### src/rtl/getin_uart_rx.sv
// UART receiver assembling byte pairs (high byte first) into the 16-bit getin word.
// Define GETIN_UART_PARITY_EN for 8E1 frames with a live parity_error; otherwise 8N1.
module getin_uart_rx #(
    parameter int CLKS_PER_BIT = 16
) (
    input  logic        CLK,
    input  logic        reset,
    input  logic        rx,
    output logic [15:0] getin,
    output logic        word_valid,
    output logic        framing_error,
    output logic        parity_error,
    output logic        byte_phase
);
    localparam int CW = $clog2(CLKS_PER_BIT);
    localparam logic [CW-1:0] LAST      = CW'(CLKS_PER_BIT - 1);
    localparam logic [CW-1:0] HALF_LAST = CW'(CLKS_PER_BIT / 2 - 1);

    typedef enum logic [2:0] {S_IDLE, S_START, S_DATA, S_PARITY, S_STOP} state_t;

    state_t        state_q, state_d;
    logic          rx_meta_q, rx_s_q, rx_prev_q;
    logic [CW-1:0] cnt_q, cnt_d;
    logic [2:0]    bit_idx_q, bit_idx_d;
    logic [7:0]    shift_q, shift_d;
    logic [7:0]    hi_q, hi_d;
    logic [15:0]   getin_q, getin_d;
    logic          word_valid_q, word_valid_d;
    logic          framing_error_q, framing_error_d;
    logic          parity_error_q, parity_error_d;
    logic          byte_phase_q, byte_phase_d;
    logic          par_bad;

`ifdef GETIN_UART_PARITY_EN
    logic par_q, par_d;
    // Even parity: data bits plus parity bit must XOR to zero.
    assign par_bad = ^{shift_q, par_q};
`else
    assign par_bad = 1'b0;
`endif

    always_comb begin
        state_d         = state_q;
        cnt_d           = cnt_q + 1'b1;
        bit_idx_d       = bit_idx_q;
        shift_d         = shift_q;
        hi_d            = hi_q;
        getin_d         = getin_q;
        word_valid_d    = 1'b0;
        framing_error_d = 1'b0;
        parity_error_d  = 1'b0;
        byte_phase_d    = byte_phase_q;
`ifdef GETIN_UART_PARITY_EN
        par_d           = par_q;
`endif
        case (state_q)
            S_IDLE: begin
                cnt_d = '0;
                // Falling edge only, so a held break does not retrigger.
                if (rx_prev_q && !rx_s_q) state_d = S_START;
            end
            S_START: begin
                if (cnt_q == HALF_LAST) begin
                    cnt_d     = '0;
                    bit_idx_d = '0;
                    state_d   = rx_s_q ? S_IDLE : S_DATA;
                end
            end
            S_DATA: begin
                if (cnt_q == LAST) begin
                    cnt_d     = '0;
                    shift_d   = {rx_s_q, shift_q[7:1]};
                    bit_idx_d = bit_idx_q + 3'd1;
                    if (bit_idx_q == 3'd7) begin
`ifdef GETIN_UART_PARITY_EN
                        state_d = S_PARITY;
`else
                        state_d = S_STOP;
`endif
                    end
                end
            end
`ifdef GETIN_UART_PARITY_EN
            S_PARITY: begin
                if (cnt_q == LAST) begin
                    cnt_d   = '0;
                    par_d   = rx_s_q;
                    state_d = S_STOP;
                end
            end
`endif
            S_STOP: begin
                if (cnt_q == LAST) begin
                    cnt_d           = '0;
                    state_d         = S_IDLE;
                    framing_error_d = !rx_s_q;
                    parity_error_d  = par_bad;
                    if (!rx_s_q || par_bad) begin
                        byte_phase_d = 1'b0;
                    end else if (!byte_phase_q) begin
                        hi_d         = shift_q;
                        byte_phase_d = 1'b1;
                    end else begin
                        getin_d      = {hi_q, shift_q};
                        word_valid_d = 1'b1;
                        byte_phase_d = 1'b0;
                    end
                end
            end
            default: begin
                cnt_d   = '0;
                state_d = S_IDLE;
            end
        endcase
    end

    always_ff @(posedge CLK) begin
        if (reset) begin
            state_q         <= S_IDLE;
            rx_meta_q       <= 1'b1;
            rx_s_q          <= 1'b1;
            rx_prev_q       <= 1'b1;
            cnt_q           <= '0;
            bit_idx_q       <= '0;
            shift_q         <= '0;
            hi_q            <= '0;
            getin_q         <= '0;
            word_valid_q    <= 1'b0;
            framing_error_q <= 1'b0;
            parity_error_q  <= 1'b0;
            byte_phase_q    <= 1'b0;
`ifdef GETIN_UART_PARITY_EN
            par_q           <= 1'b0;
`endif
        end else begin
            state_q         <= state_d;
            rx_meta_q       <= rx;
            rx_s_q          <= rx_meta_q;
            rx_prev_q       <= rx_s_q;
            cnt_q           <= cnt_d;
            bit_idx_q       <= bit_idx_d;
            shift_q         <= shift_d;
            hi_q            <= hi_d;
            getin_q         <= getin_d;
            word_valid_q    <= word_valid_d;
            framing_error_q <= framing_error_d;
            parity_error_q  <= parity_error_d;
            byte_phase_q    <= byte_phase_d;
`ifdef GETIN_UART_PARITY_EN
            par_q           <= par_d;
`endif
        end
    end

    assign getin         = getin_q;
    assign word_valid    = word_valid_q;
    assign framing_error = framing_error_q;
    assign parity_error  = parity_error_q;
    assign byte_phase    = byte_phase_q;
endmodule
### config.mk
export PLATFORM = sky130hd
export DESIGN_NAME = getin_uart_rx
export DESIGN_NICKNAME = d
export VERILOG_FILES = /design/src/rtl/getin_uart_rx.sv
export SDC_FILE = /design/constraint.sdc
export NUM_CORES = 1
export LEC_CHECK = 0
export BUFFER_PORTS_ARGS = -buffer_cell sky130_fd_sc_hd__clkbuf_2
export CORE_MARGIN = 1.5
export CORE_UTILIZATION = 50
export CTS_CLUSTER_DIAMETER = 60
export DETAILED_ROUTE_END_ITERATION = 8
export PLACE_DENSITY = 0.7
export SLEW_MARGIN = 20
export SYNTH_ARGS = -nofsm -noshare
export SYNTH_HDL_FRONTEND = slang
export SYNTH_SLANG_ARGS = --single-unit
### constraint.sdc
create_clock -name CLK -period 3.7 [get_ports CLK]
set_input_delay 0.555 -clock CLK [delete_from_list [all_inputs] [get_ports CLK]]
set_output_delay 0.555 -clock CLK [all_outputs]
set_load 0.02 [all_outputs]
; ---- Yosys cells after proc, flatten, opt, wreduce, memory -nomap -nowiden
; Cells that the tools add are included.
[totals]
output_inout_bits = 20
reg_bits = 48
inputBits = 3
word_cells = 58
[classes]
muxes = 16
reduce_logical = 13
eq_ne = 11
n_addsub = 2
n_bitwise = 4
[ops]
columns = cell, n
row1 = 2-to-1 mux 3 bit, 7
row2 = case mux 3 bit (4 select lines), 1
row3 = "!= test 2 bit, second input constant", 5
row4 = 2-to-1 mux 4 bit, 2
row5 = case mux 4 bit (2 select lines), 1
row6 = AND reduction 4 bit, 2
row7 = "== test 3 bit, second input constant", 2
row8 = case mux 3 bit (2 select lines), 1
row9 = AND reduction 5 bit, 1
row10 = "adder 4 x 1 -> 4 bit, second input constant", 1
row11 = "== test 4 x 3 -> 1 bit, second input constant", 1
row12 = "== test 4 bit, second input constant", 1
row13 = NOT 1 bit, 4
row14 = AND reduction 2 bit, 2
row15 = OR reduction 4 bit, 1
row16 = "adder 3 x 1 -> 3 bit, second input constant", 1
row17 = "== test 3 x 1 -> 1 bit, second input constant", 1
row18 = "== test 3 x 2 -> 1 bit, second input constant", 1
row19 = logical NOT 3 bit, 1
row20 = 2-to-1 mux 1 bit, 3
row21 = AND reduction 3 bit, 1
row22 = OR reduction 3 bit, 1
row23 = 2-to-1 mux 2 bit, 1
row24 = nonzero test 2 bit, 1
row25 = other kinds (3), 3

; ---- Depth between registers and ports, before layout
; Gate-level depths: netlist of run 1.
[logic_depth]
depth_word = 4
ltp_mapped = 6
mapped_depth_nobuf = 4

; ---- Least setup slack after synthesis of run 1
; No wires, ideal clock.
[synth_timing]
path_type = register to register
startpoint = reg cnt_q[0]
endpoint = reg hi_q[2]
stages_incl_launch_ff = 6
setup_ps = 116
required_time_ps = 3584
t_arrival_ps = 1388
path_buffers = 1
path_slack_ps = 2196
synth_period_minus_slack_ps = 1504
path_cell_list = dfxtp_1 ha_1 nand4b_2 or2_1 buf_2 a31o_1
[synth_between]
elab_chain_len = 2
[synth_lines]
columns = item, line
row1 = from (decl), 23  ; logic [CW-1:0] cnt_q, cnt_d;
row2 = from (signal assigned), 140  ; cnt_q <= cnt_d;
row3 = == test 4 bit, 93  ; if (cnt_q == LAST) begin
row4 = AND reduction 4 bit (no source line), n/a
row5 = to (signal assigned), 143  ; hi_q <= hi_d;
row6 = to (decl), 26  ; logic [7:0] hi_q, hi_d;
; No other way between the ends.
; A chain may end at the register's enable or synchronous reset.

; ---- Worst setup path after layout of run 1
[layout_timing]
startpoint = reg cnt_q[0]
endpoint = reg hi_q[3]
; The elaborated chain is that of the path after synthesis.

==> run_summary.xml, run 1 <==
<?xml version="1.0" encoding="UTF-8"?>
<metrics>
  <group name="status">
    <metric name="outcome" unit="">completed</metric>
  </group>
  <group name="setup_path">
    <metric name="timing.critical_path.fanout_max" unit="">27</metric>
    <metric name="reg2reg_setup_slack" unit="ns">1.63</metric>
    <metric name="arrival" unit="ns">2.26</metric>
    <metric name="path_class" unit="">reg2reg</metric>
    <metric name="critical_path.max_stage_delay" unit="ns">0.54</metric>
    <metric name="rr_endpoint" unit="">hi_q[3]</metric>
    <metric name="path_cells" unit="">ha_1 &gt; nand4b_2 &gt; or2_1 &gt; a31o_1</metric>
    <metric name="worst_setup_path_start_kind" unit="">register</metric>
    <metric name="timing.critical_path.slowest_stage_cell" unit="">nand4b_2</metric>
    <metric name="r2r_cells" unit="">4</metric>
    <metric name="worstPathRequired" unit="ns">3.89</metric>
    <metric name="kind_of_capture_point_of_the_worst_setup_path" unit="">register</metric>
    <metric name="worst_r2r_startpoint" unit="">cnt_q[0]</metric>
  </group>
  <group name="sta">
    <metric name="timing.final.setup_violations" unit="">0</metric>
    <metric name="worst_pin_slew" unit="ns">0.849</metric>
    <metric name="ratio_of_final_minimum_period_to_clock_period" unit="%">55.9</metric>
    <metric name="rsz0062_at_grt" unit="">false</metric>
    <metric name="slew_violations" unit="">0</metric>
    <metric name="max_freq" unit="MHz">483</metric>
    <metric name="timing.slew.headroom" unit="%">42.6</metric>
    <metric name="min_period" unit="ns">2.07</metric>
    <metric name="fin_worst_skew" unit="ns">0.00620</metric>
    <metric name="final-hold-violation-count" unit="">0</metric>
    <metric name="setup_total_negative_slack" unit="ns">0</metric>
    <metric name="holdWs" unit="ns">0.428</metric>
  </group>
  <group name="die">
    <metric name="io_pins" unit="">23</metric>
    <metric name="initial_core_util" unit="%">53.2</metric>
    <metric name="die_w" unit="um">66.1</metric>
    <metric name="area_enclosed_by_the_die_boundary" unit="um^2">4370</metric>
    <metric name="die_y" unit="um">66.1</metric>
    <metric name="fp-row-count" unit="">22</metric>
    <metric name="design.core.area" unit="um^2">3740</metric>
  </group>
  <group name="global_routing">
    <metric name="overflow" unit="">0</metric>
    <metric name="grt_antenna_before_repair" unit="">0</metric>
    <metric name="grt_max_degree" unit="">34</metric>
    <metric name="use_met2" unit="%">30.8</metric>
    <metric name="globalRouteMet1Util" unit="%">27.3</metric>
    <metric name="grt_pass1_vias" unit="">1420</metric>
    <metric name="most_used_routing_layer" unit="">met2</metric>
    <metric name="global_route.usage.met3" unit="%">5.28</metric>
    <metric name="grt_pass1_wl" unit="um">6760</metric>
    <metric name="grt.total_usage" unit="%">20.5</metric>
  </group>
  <group name="synthesis">
    <metric name="synth_seq_area_share" unit="%">48.3</metric>
    <metric name="post_synth_inst_count" unit="">211</metric>
    <metric name="syn-cell-area" unit="um^2">1990</metric>
    <metric name="synth-async-reset-ratio" unit="%">0</metric>
    <metric name="synth.lib_cells_used.distinct" unit="">40</metric>
    <metric name="synth_top_area_share" unit="%">48.3</metric>
    <metric name="ys_dominant_reg_cell" unit="">dfxtp_1</metric>
    <metric name="net_count_synth" unit="">217</metric>
    <metric name="ys_seq_elements" unit="">48</metric>
    <metric name="yosys_warnings" unit="">0</metric>
    <metric name="count_of_flip_flops_with_a_built_in_enable_after_synthesis" unit="">0</metric>
    <metric name="cell_type_with_the_largest_total_area_after_synthesis" unit="">dfxtp_1</metric>
    <metric name="netlist_top_cells_area" unit="">dfxtp_1, mux2i_1, o21ai_0</metric>
    <metric name="synth_area_per_cell" unit="um^2">9.43</metric>
  </group>
  <group name="pwr">
    <metric name="cellLeakagePower" unit="nW">0.765</metric>
    <metric name="pwr_density_cell" unit="nW/um^2">387</metric>
    <metric name="fin_total_pwr" unit="uW">826</metric>
    <metric name="worst_vdd_drop" unit="mV">0.186</metric>
  </group>
  <group name="layout">
    <metric name="design_area" unit="um^2">2140</metric>
    <metric name="design.final.nets" unit="">226</metric>
    <metric name="final_layout_size_suffix_gt1_share" unit="%">16.8</metric>
    <metric name="final.fill_count" unit="">346</metric>
    <metric name="multi_input_area" unit="um^2">918</metric>
    <metric name="area_growth_syn_to_layout" unit="%">7.35</metric>
    <metric name="finalNonFillerCells" unit="">268</metric>
    <metric name="antenna-diode-count" unit="">0</metric>
    <metric name="regArea" unit="um^2">961</metric>
  </group>
  <group name="place">
    <metric name="place_area" unit="um^2">2060</metric>
    <metric name="globalplace.congestion" unit="">0.799</metric>
    <metric name="placed_cells" unit="">261</metric>
    <metric name="number_of_input_and_output_port_buffers_inserted" unit="">21</metric>
    <metric name="place.detailed.hpwl" unit="um">2620</metric>
  </group>
  <group name="clocking">
    <metric name="worst_skew_pair.late_latency" unit="ns">0.30</metric>
    <metric name="clock_tree_from_tritoncts" unit="">done</metric>
    <metric name="clock-sinks" unit="">48</metric>
    <metric name="ctsResizeCount" unit="">0</metric>
    <metric name="post_cts_buffers" unit="">0</metric>
    <metric name="root_buffer_master" unit="">clkbuf_8</metric>
    <metric name="htree_levels" unit="">2</metric>
    <metric name="tritoncts.num_buffers" unit="">5</metric>
    <metric name="cts_buffer_depth" unit="">2</metric>
    <metric name="postCtsHoldBufs" unit="">0</metric>
    <metric name="path_clk_slew" unit="ns">0.08</metric>
  </group>
  <group name="route">
    <metric name="post_detailed_route_via_to_cell_ratio" unit="">5.69</metric>
    <metric name="drtIter0Drc" unit="">85</metric>
    <metric name="antenna_violating_nets_post_route" unit="">0</metric>
    <metric name="detailroute.via_count" unit="">1524</metric>
    <metric name="drt-pass1-iter-count" unit="">4</metric>
    <metric name="total_wirelength_of_the_detailed_routed_design" unit="um">3840</metric>
    <metric name="wire_length_per_cell" unit="um">14.3</metric>
    <metric name="post-route-drc-count" unit="">0</metric>
  </group>
  <group name="flow_run">
    <metric name="maxCapViolCount" unit="">0</metric>
  </group>
  <group name="worst_hold_path">
    <metric name="timing.hold.worst.start" unit="">rx_meta_q</metric>
    <metric name="worst_hold_path.num_cells" unit="">1</metric>
    <metric name="worst_hold_path_type" unit="">reg2reg</metric>
    <metric name="hold-path-endpoint" unit="">rx_s_q</metric>
  </group>
</metrics>
[state kept, by name, summed over array words and instances, names as in the netlist, 3 cells and up]
| signal | flops |
|---|---|
| cnt_q | 4 |
| shift_q | 8 |
| state_q | 3 |
| getin | 16 |
| hi_q | 8 |
| bit_idx_q | 3 |
[worst max path at each step]
stage,startpoint,endpoint,slack [ns],depth (start not counted)
6_report,cnt_q[0],hi_q[3],1.63,4
2_1_floorplan,cnt_q[0],hi_q[2],2.20,5
3_3_place_gp,cnt_q[0],hi_q[7],1.72,4
4_1_cts,cnt_q[0],shift_q[5],1.62,5
5_1_grt,cnt_q[0],shift_q[5],1.38,5
3_5_place_dp,reset,bit_idx_q[1],1.62,4
[per-stage QoR]
step | util, % | setup slack [ns]
2_1_floorplan | - | 2.20
3_3_place_gp | 55.0 | 1.72
3_5_place_dp | 55.0 | 1.62
4_1_cts | 57.1 | 1.62
5_1_grt | 57.1 | 1.38
6_report | 57.1 | 1.63
[layout by cell type (no fill, tap or decap), drive strengths merged, types with 3 or more instances in the layout]
| master | n |
|---|---|
| a21oi | 16 |
| a31o | 9 |
| clkbuf | 27 |
| dfxtp | 48 |
| ha | 3 |
| mux2i | 11 |
| nand2 | 10 |
| nand2b | 11 |
| nand3 | 17 |
| nand4b | 3 |
| nor2 | 5 |
| nor3 | 13 |
| o21ai | 19 |
| or2 | 4 |
[power breakdown]
part	switching [mW]	leakage, nW	total, mW	internal [mW]
clock network	0.160	0.0410	0.289	0.129
registers	0.00300	0.387	0.521	0.518
logic	0.0108	0.337	0.0168	0.00600
[area by class of cell]
cell class / count / share of cell area (%)
clock inverters: 1 / 0.234
inverters: 2 / 0.351
repair buffers: 22 / 5.27
flip-flops and latches: 48 / 45.0
multi-input cells: 141 / 43.0
well taps: 48 / 2.81
clock buffers: 6 / 3.40
[routing by layer]
metal / vias to the layer above / wire (um)
met3: 6 / 128
met1: 733 / 1850
li1: 762 / -
met5: - / 0
met2: 23 / 1790
met4: 0 / 74
[critical path: cells and delay by family, from the launching register on]
| kind | cells | cell delay (ns) |
|---|---|---|
| AOI/OAI and AO/OA | 1 | 0.26 |
| DFF | 1 | 0.36 |
| and+or+nand+nor | 2 | 1.08 |
| adders and majority gates | 1 | 0.27 |
[cell usage after synthesis (2+ instances only)]
master,number
o21ai_0,19
xor2_1,2
nand4b_1,2
dfxtp_1,48
clkbuf_1,6
nor2_1,5
nand3_1,17
nand2_1,10
buf_4,2
nand2b_1,11
inv_1,2
ha_1,3
mux2i_1,11
nor3_1,13
buf_2,10
a21oi_1,16
or2_2,3
and4b_1,2
a31o_1,8
[cell families (layout without fill, tap and decap cells)]
group,Yosys count,after routing,synth area share [%]
flops,48,48,48.3
mux,11,11,5.53
compound gates,50,50,16.0
buf+inv,22,31,5.59
simple gates,73,73,21.2
other cells,1,1,0.188
xor+xnor,3,3,1.32
fa+ha+maj,3,3,1.89
No activity file was read; power rests on OpenSTA's default activity.
==> inputs of run 2 (changes only) <==
- ABC_AREA: unset -> 1
- clock period: 3.7 -> 2.15 ns (I/O delays scaled with it)
==> run_summary.xml, run 2 <==
<?xml version="1.0" encoding="UTF-8"?>
<metrics>
  <group name="sta">
    <metric name="fin_worst_skew" unit="ns">0.00517</metric>
    <metric name="rsz0062_at_grt" unit="">false</metric>
    <metric name="worst_pin_slew" unit="ns">0.590</metric>
    <metric name="max_freq" unit="MHz">641</metric>
    <metric name="setup_total_negative_slack" unit="ns">0</metric>
    <metric name="ratio_of_final_minimum_period_to_clock_period" unit="%">72.6</metric>
    <metric name="slew_violations" unit="">0</metric>
    <metric name="final-hold-violation-count" unit="">0</metric>
    <metric name="timing.final.setup_violations" unit="">0</metric>
    <metric name="min_period" unit="ns">1.56</metric>
    <metric name="final.setup.worst_slack" unit="ns">0.589</metric>
    <metric name="timing.slew.headroom" unit="%">60.5</metric>
  </group>
  <group name="global_routing">
    <metric name="grt_pass1_wl" unit="um">6010</metric>
    <metric name="grt_max_degree" unit="">34</metric>
    <metric name="grt_antenna_before_repair" unit="">0</metric>
    <metric name="overflow" unit="">0</metric>
    <metric name="grt_pass1_vias" unit="">1352</metric>
    <metric name="grt.total_usage" unit="%">18.4</metric>
  </group>
  <group name="synthesis">
    <metric name="count_of_flip_flops_with_a_built_in_enable_after_synthesis" unit="">0</metric>
    <metric name="syn-cell-area" unit="um^2">1940</metric>
    <metric name="main_combinational_cell_family_by_area_after_synthesis" unit="">simple AND/OR/NAND/NOR gates</metric>
    <metric name="post_synth_inst_count" unit="">244</metric>
    <metric name="ys_seq_elements" unit="">48</metric>
    <metric name="synth_top_area_share" unit="%">49.6</metric>
    <metric name="synth_adder_area_share" unit="%">1.94</metric>
    <metric name="ys_dominant_reg_cell" unit="">dfxtp_1</metric>
    <metric name="synth-compound-area-share" unit="%">15.1</metric>
    <metric name="synth_seq_area_share" unit="%">49.6</metric>
    <metric name="net_count_synth" unit="">250</metric>
    <metric name="synth-async-reset-ratio" unit="%">0</metric>
    <metric name="synth.lib_cells_used.distinct" unit="">24</metric>
    <metric name="netlist_top_cells_area" unit="">dfxtp_1, a21oi_1, nor2_1</metric>
    <metric name="synth_area_per_cell" unit="um^2">7.93</metric>
    <metric name="cell_type_with_the_largest_total_area_after_synthesis" unit="">dfxtp_1</metric>
    <metric name="synth-simple-area-share" unit="%">23.4</metric>
    <metric name="yosys_warnings" unit="">0</metric>
    <metric name="synth.mux.area_fraction" unit="%">0</metric>
    <metric name="xor_xnor_share_of_the_synthesized_area" unit="%">0.452</metric>
    <metric name="cell_with_the_most_instances_after_synthesis" unit="">dfxtp_1</metric>
    <metric name="synth_common_cells" unit="">dfxtp_1, nor2_1, nand2_1</metric>
  </group>
  <group name="pwr">
    <metric name="pwr_density_cell" unit="nW/um^2">906</metric>
    <metric name="worst_vdd_drop" unit="mV">0.517</metric>
    <metric name="cellLeakagePower" unit="nW">0.961</metric>
    <metric name="fin_total_pwr" unit="mW">1.98</metric>
  </group>
  <group name="clocking">
    <metric name="root_buffer_master" unit="">clkbuf_8</metric>
    <metric name="postCtsHoldBufs" unit="">0</metric>
    <metric name="ctsResizeCount" unit="">0</metric>
    <metric name="clock_tree_from_tritoncts" unit="">done</metric>
    <metric name="path_clk_slew" unit="ns">0.09</metric>
    <metric name="htree_levels" unit="">2</metric>
    <metric name="post_cts_buffers" unit="">0</metric>
    <metric name="cts_buffer_depth" unit="">2</metric>
    <metric name="tritoncts.num_buffers" unit="">5</metric>
    <metric name="clock-sinks" unit="">48</metric>
    <metric name="worst_skew_pair.late_latency" unit="ns">0.30</metric>
  </group>
  <group name="layout">
    <metric name="final_layout_size_suffix_gt1_share" unit="%">19.1</metric>
    <metric name="area_growth_syn_to_layout" unit="%">12.7</metric>
    <metric name="final.fill_count" unit="">361</metric>
    <metric name="finalNonFillerCells" unit="">315</metric>
    <metric name="antenna-diode-count" unit="">0</metric>
    <metric name="design_area" unit="um^2">2180</metric>
    <metric name="design.final.nets" unit="">272</metric>
    <metric name="largest_reg_flops" unit="">16</metric>
    <metric name="regArea" unit="um^2">961</metric>
    <metric name="multi_input_area" unit="um^2">795</metric>
    <metric name="most-common-layout-cells" unit="">dfxtp_1, nor2_1, nand2_1</metric>
    <metric name="final_common_cell" unit="">dfxtp_1</metric>
  </group>
  <group name="route">
    <metric name="drtIter0Drc" unit="">77</metric>
    <metric name="total_wirelength_of_the_detailed_routed_design" unit="um">3430</metric>
    <metric name="antenna_violating_nets_post_route" unit="">0</metric>
    <metric name="wire_length_per_cell" unit="um">10.9</metric>
    <metric name="detailroute.via_count" unit="">1511</metric>
    <metric name="drt-pass1-iter-count" unit="">4</metric>
    <metric name="post_detailed_route_via_to_cell_ratio" unit="">4.80</metric>
    <metric name="post-route-drc-count" unit="">0</metric>
  </group>
  <group name="place">
    <metric name="number_of_input_and_output_port_buffers_inserted" unit="">21</metric>
    <metric name="place_area" unit="um^2">2060</metric>
    <metric name="placement.setup.worst_slack" unit="ns">0.609</metric>
    <metric name="place.detailed.hpwl" unit="um">2350</metric>
    <metric name="placed_cells" unit="">307</metric>
    <metric name="globalplace.congestion" unit="">0.916</metric>
  </group>
  <group name="die">
    <metric name="initial_core_util" unit="%">52.5</metric>
    <metric name="die_y" unit="um">65.2</metric>
    <metric name="die_w" unit="um">65.2</metric>
    <metric name="io_pins" unit="">23</metric>
    <metric name="design.core.area" unit="um^2">3690</metric>
    <metric name="area_enclosed_by_the_die_boundary" unit="um^2">4250</metric>
    <metric name="fp-row-count" unit="">22</metric>
  </group>
  <group name="setup_path">
    <metric name="worstPathRequired" unit="ns">2.34</metric>
    <metric name="timing.critical_path.fanout_max" unit="">33</metric>
    <metric name="r2r_cells" unit="">7</metric>
    <metric name="worst_setup_path_start_kind" unit="">register</metric>
    <metric name="reg2reg_setup_slack" unit="ns">0.59</metric>
    <metric name="path_class" unit="">reg2reg</metric>
    <metric name="rr_endpoint" unit="">getin[0]</metric>
    <metric name="arrival" unit="ns">1.75</metric>
    <metric name="kind_of_capture_point_of_the_worst_setup_path" unit="">register</metric>
    <metric name="worst_setup_path_startpoint" unit="">cnt_q[0]</metric>
    <metric name="worst_r2r_startpoint" unit="">cnt_q[0]</metric>
  </group>
  <group name="worst_hold_path">
    <metric name="hold-path-endpoint" unit="">rx_meta_q</metric>
    <metric name="timing.hold.worst.start" unit="">rx</metric>
    <metric name="worst_hold_path.num_cells" unit="">2</metric>
    <metric name="worst_hold_path_type" unit="">in2reg</metric>
  </group>
  <group name="flow_run">
    <metric name="maxCapViolCount" unit="">0</metric>
  </group>
  <group name="status">
    <metric name="outcome" unit="">completed</metric>
  </group>
</metrics>
[run 2: changes by cell type after synthesis, sizes merged, moves of 9 or more]
cell / previous run / this run
nor2: 5 / 38
inv: 2 / 31
nand2: 10 / 32
a21oi: 16 / 29
nor3: 13 / 0
mux2i: 11 / 0
nand2b: 11 / 0
a31o: 9 / 0
[run 2: metal layers]
layer	part of all wire (%)	wire (um)	track usage [%]	vias to the layer above
li1	-	-	-	825
met1	54	1850	24.4	655
met2	40	1380	27.8	29
met3	4.8	164	6.85	2
met4	0.79	27	6.25	0
met5	0	0	0	-
[run 2: layout make-up]
cell class	count	share of cell area, %
inverter	31	5.34
timing repair buffer	24	5.85
clock inverter	2	1.78
multi-input combinational	156	36.4
sequential	48	44.1
tap	48	2.75
clock buffer	6	3.79
[run 2: kinds of logic (layout without fill, tap and decap cells)]
kind of cell             Yosys count  in the layout
XOR/XNOR                           1              1
buffers and inverters             40             63
other                              1              1
AND/OR/NAND/NOR                   95             95
flip-flops                        48             48
adder cells (fa/ha/maj)            3              3
AO/OA/AOI/OAI                     56             56
[run 2: worst max path at each step]
stage | cells after the start | slack (ns) | to
after floorplan | 7 | 0.79 | getin[3]
after global placement | 7 | 0.67 | getin[0]
final | 7 | 0.59 | getin[0]
after detailed placement | 7 | 0.61 | getin[0]
after CTS | 7 | 0.59 | getin[0]
after global routing | 7 | 0.43 | getin[2]
[run 2: through the flow]
| step | util, % | hold slack (ns) |
|---|---|---|
| 5_1_grt | 59.1 | 0.202 |
| 3_5_place_dp | 55.8 | 0.407 |
| 3_3_place_gp | 55.8 | 0.394 |
| 6_report | 59.1 | 0.200 |
| 2_1_floorplan | - | 0.389 |
| 4_1_cts | 59.1 | 0.190 |
[run 2: power by group]
group / internal [mW] / leakage (nW) / switching, mW
clock: 0.380 / 0.0614 / 0.300
sequential: 0.929 / 0.388 / 0.0451
combinational: 0.115 / 0.512 / 0.206
total: 1.42 / 0.961 / 0.551
[run 2: worst max-delay path, cell delays in order (launching register included)]
cell	delay (ns)
dfxtp_1	0.36
ha_1	0.21
nand3_2	0.16
nor2_2	0.18
nand3_2	0.07
buf_4	0.23
o21ai_0	0.18
a21oi_1	0.05
==> inputs of run 3 (changes only) <==
- PLACE_DENSITY: 0.7 -> 0.73
- clock period: 2.15 -> 1.28 ns (I/O delays scaled with it)
==> run_summary.xml, run 3 (same netlist as run 2, synthesis figures left out) <==
<?xml version="1.0" encoding="UTF-8"?>
<metrics>
  <group name="setup_path">
    <metric name="kind_of_capture_point_of_the_worst_setup_path" unit="">register</metric>
    <metric name="worst_setup_path_start_kind" unit="">register</metric>
    <metric name="timing.critical_path.slowest_stage_cell" unit="">dfxtp_2</metric>
    <metric name="path_class" unit="">reg2reg</metric>
    <metric name="worstPathRequired" unit="ns">1.48</metric>
    <metric name="arrival" unit="ns">1.56</metric>
    <metric name="path_common_cell" unit="">nand3_4</metric>
    <metric name="timing.critical_path.fanout_max" unit="">10</metric>
    <metric name="path_cells" unit="">ha_4 &gt; nand3_4 &gt; nor2_4 &gt; buf_12 &gt; nand3_4 &gt; o21ai_1 &gt; a21oi_2</metric>
    <metric name="critical_path.max_stage_delay" unit="ns">0.36</metric>
  </group>
  <group name="worst_hold_path">
    <metric name="worst_hold_path_type" unit="">in2reg</metric>
  </group>
  <group name="sta">
    <metric name="ratio_of_final_minimum_period_to_clock_period" unit="%">106</metric>
    <metric name="slew_violations" unit="">0</metric>
    <metric name="rsz0062_at_grt" unit="">true</metric>
    <metric name="final.setup.worst_slack" unit="ns">-0.0790</metric>
    <metric name="setup_total_negative_slack" unit="ns">-1.30</metric>
    <metric name="min_period" unit="ns">1.36</metric>
    <metric name="timing.final.setup_violations" unit="">37</metric>
    <metric name="max_freq" unit="MHz">736</metric>
    <metric name="final-hold-violation-count" unit="">0</metric>
    <metric name="fin_worst_skew" unit="ns">0.00886</metric>
  </group>
  <group name="pwr">
    <metric name="pwr_density_cell" unit="nW/um^2">1360</metric>
    <metric name="cellLeakagePower" unit="nW">1.08</metric>
    <metric name="worst_vdd_drop" unit="mV">0.821</metric>
  </group>
  <group name="route">
    <metric name="antenna_violating_nets_post_route" unit="">0</metric>
    <metric name="post_detailed_route_via_to_cell_ratio" unit="">5.23</metric>
    <metric name="total_wirelength_of_the_detailed_routed_design" unit="um">4700</metric>
    <metric name="post-route-drc-count" unit="">0</metric>
    <metric name="wire_length_per_cell" unit="um">13.8</metric>
    <metric name="drtIter0Drc" unit="">98</metric>
    <metric name="detailroute.via_count" unit="">1783</metric>
    <metric name="drt-pass1-iter-count" unit="">4</metric>
  </group>
  <group name="layout">
    <metric name="final.fill_count" unit="">294</metric>
    <metric name="final_layout_size_suffix_gt1_share" unit="%">41.3</metric>
    <metric name="antenna-diode-count" unit="">0</metric>
    <metric name="most-common-layout-cells" unit="">dfxtp_1, nor2_1, nand2_1</metric>
    <metric name="largest_reg_flops" unit="">16</metric>
    <metric name="final_common_cell" unit="">dfxtp_1</metric>
    <metric name="design.final.nets" unit="">298</metric>
    <metric name="area_growth_syn_to_layout" unit="%">35.9</metric>
  </group>
  <group name="global_routing">
    <metric name="grt_max_degree" unit="">29</metric>
    <metric name="grt_pass1_vias" unit="">1611</metric>
    <metric name="overflow" unit="">0</metric>
    <metric name="grt.total_usage" unit="%">21.0</metric>
    <metric name="grt_pass1_wl" unit="um">6970</metric>
    <metric name="grt_antenna_before_repair" unit="">0</metric>
  </group>
  <group name="status">
    <metric name="outcome" unit="">complete, but fails checks</metric>
    <metric name="violations" unit="">setup timing</metric>
  </group>
  <group name="clocking">
    <metric name="root_buffer_master" unit="">clkbuf_8</metric>
    <metric name="tritoncts.num_buffers" unit="">5</metric>
    <metric name="htree_levels" unit="">2</metric>
    <metric name="clock_tree_from_tritoncts" unit="">done</metric>
    <metric name="worst_skew_pair.late_latency" unit="ns">0.31</metric>
    <metric name="path_clk_slew" unit="ns">0.09</metric>
    <metric name="clock-sinks" unit="">48</metric>
    <metric name="cts_buffer_depth" unit="">2</metric>
  </group>
  <group name="die">
    <metric name="design.core.area" unit="um^2">3690</metric>
    <metric name="die_w" unit="um">65.2</metric>
    <metric name="die_y" unit="um">65.2</metric>
    <metric name="io_pins" unit="">23</metric>
    <metric name="area_enclosed_by_the_die_boundary" unit="um^2">4250</metric>
    <metric name="fp-row-count" unit="">22</metric>
    <metric name="initial_core_util" unit="%">52.5</metric>
  </group>
  <group name="flow_run">
    <metric name="maxCapViolCount" unit="">0</metric>
  </group>
  <group name="place">
    <metric name="place.detailed.hpwl" unit="um">2480</metric>
    <metric name="number_of_input_and_output_port_buffers_inserted" unit="">21</metric>
    <metric name="globalplace.congestion" unit="">0.911</metric>
    <metric name="placement.setup.worst_slack" unit="ns">-0.165</metric>
  </group>
</metrics>
==> run 3: changes by cell type in the layout (fill, tap and decap cells not counted), sizes merged <==
| cell | before | now |
|---|---|---|
| buf | 3 | 25 |
| clkinvlp | 0 | 1 |
| inv | 31 | 32 |
| nand2 | 32 | 33 |
| clkinv | 1 | 0 |
| nand3 | 21 | 23 |
==> run 3: layout make-up <==
cell class              instances  area (um^2)  share of cell area (%)
flip-flops and latches         48          971                    36.9
well taps                      48         60.1                    2.28
clock buffers                   5         68.8                    2.62
clock inverters                 3         46.3                    1.76
multi-input cells             159         1000                    38.1
inverters                      31          119                    4.52
repair buffers                 47          363                    13.8
==> run 3: worst paths after layout <==
path,to,slack (ns),cells after the start,start
max,getin[6],-0.08,7,cnt_q[0]
min,rx_meta_q,0.07,2,rx
max reg2reg,getin[6],-0.08,7,cnt_q[0]
min reg2reg,rx_s_q,0.41,1,rx_meta_q
==> run 3: report_power, final <==
| group | leakage, nW | internal [mW] | switching [mW] | total [mW] |
|---|---|---|---|---|
| Clock | 0.0548 | 0.589 | 0.531 | 1.12 |
| Combinational | 0.638 | 0.349 | 0.484 | 0.833 |
| Sequential | 0.391 | 1.57 | 0.0606 | 1.63 |
| Total | 1.08 | 2.51 | 1.08 | 3.58 |
==> run 3: what timing repair did <==
action,CTS,global route
setup buffers,2,1
pin swaps,7,10
endpoints found under the setup margin,40,44
cloned,2,3
gates resized for setup,23,36
hold buffers,0,0
==> run 3: per-layer routing <==
| metal | track usage (%) | part of all wire, % |
|---|---|---|
| met5 | 0 | 0 |
| met3 | 4.62 | 4.7 |
| met1 | 27.6 | 45 |
| met2 | 33.2 | 48 |
| met4 | 9.38 | 2.4 |
==> run 3: worst max-delay path: cells and delay by family, from the launching register on <==
kind / cells / cell delay, ns
adder cells (fa/ha/maj): 1 / 0.16
AND/OR/NAND/NOR: 3 / 0.36
buffers and inverters: 1 / 0.13
AO/OA/AOI/OAI: 2 / 0.25
flip-flops: 1 / 0.36
==> run 3: per-stage QoR <==
stage	hold WS (ns)	std cells	area, um^2	total power, mW	util (%)
after CTS	0.0632	337	2460	3.50	66.7
after floorplan	0.261	244	1960	2.11	-
after global routing	0.0747	341	2630	3.75	71.3
after detailed placement	0.378	325	2230	2.31	60.5
after global placement	0.377	325	2230	2.30	60.5
final	0.0672	341	2630	3.58	71.3
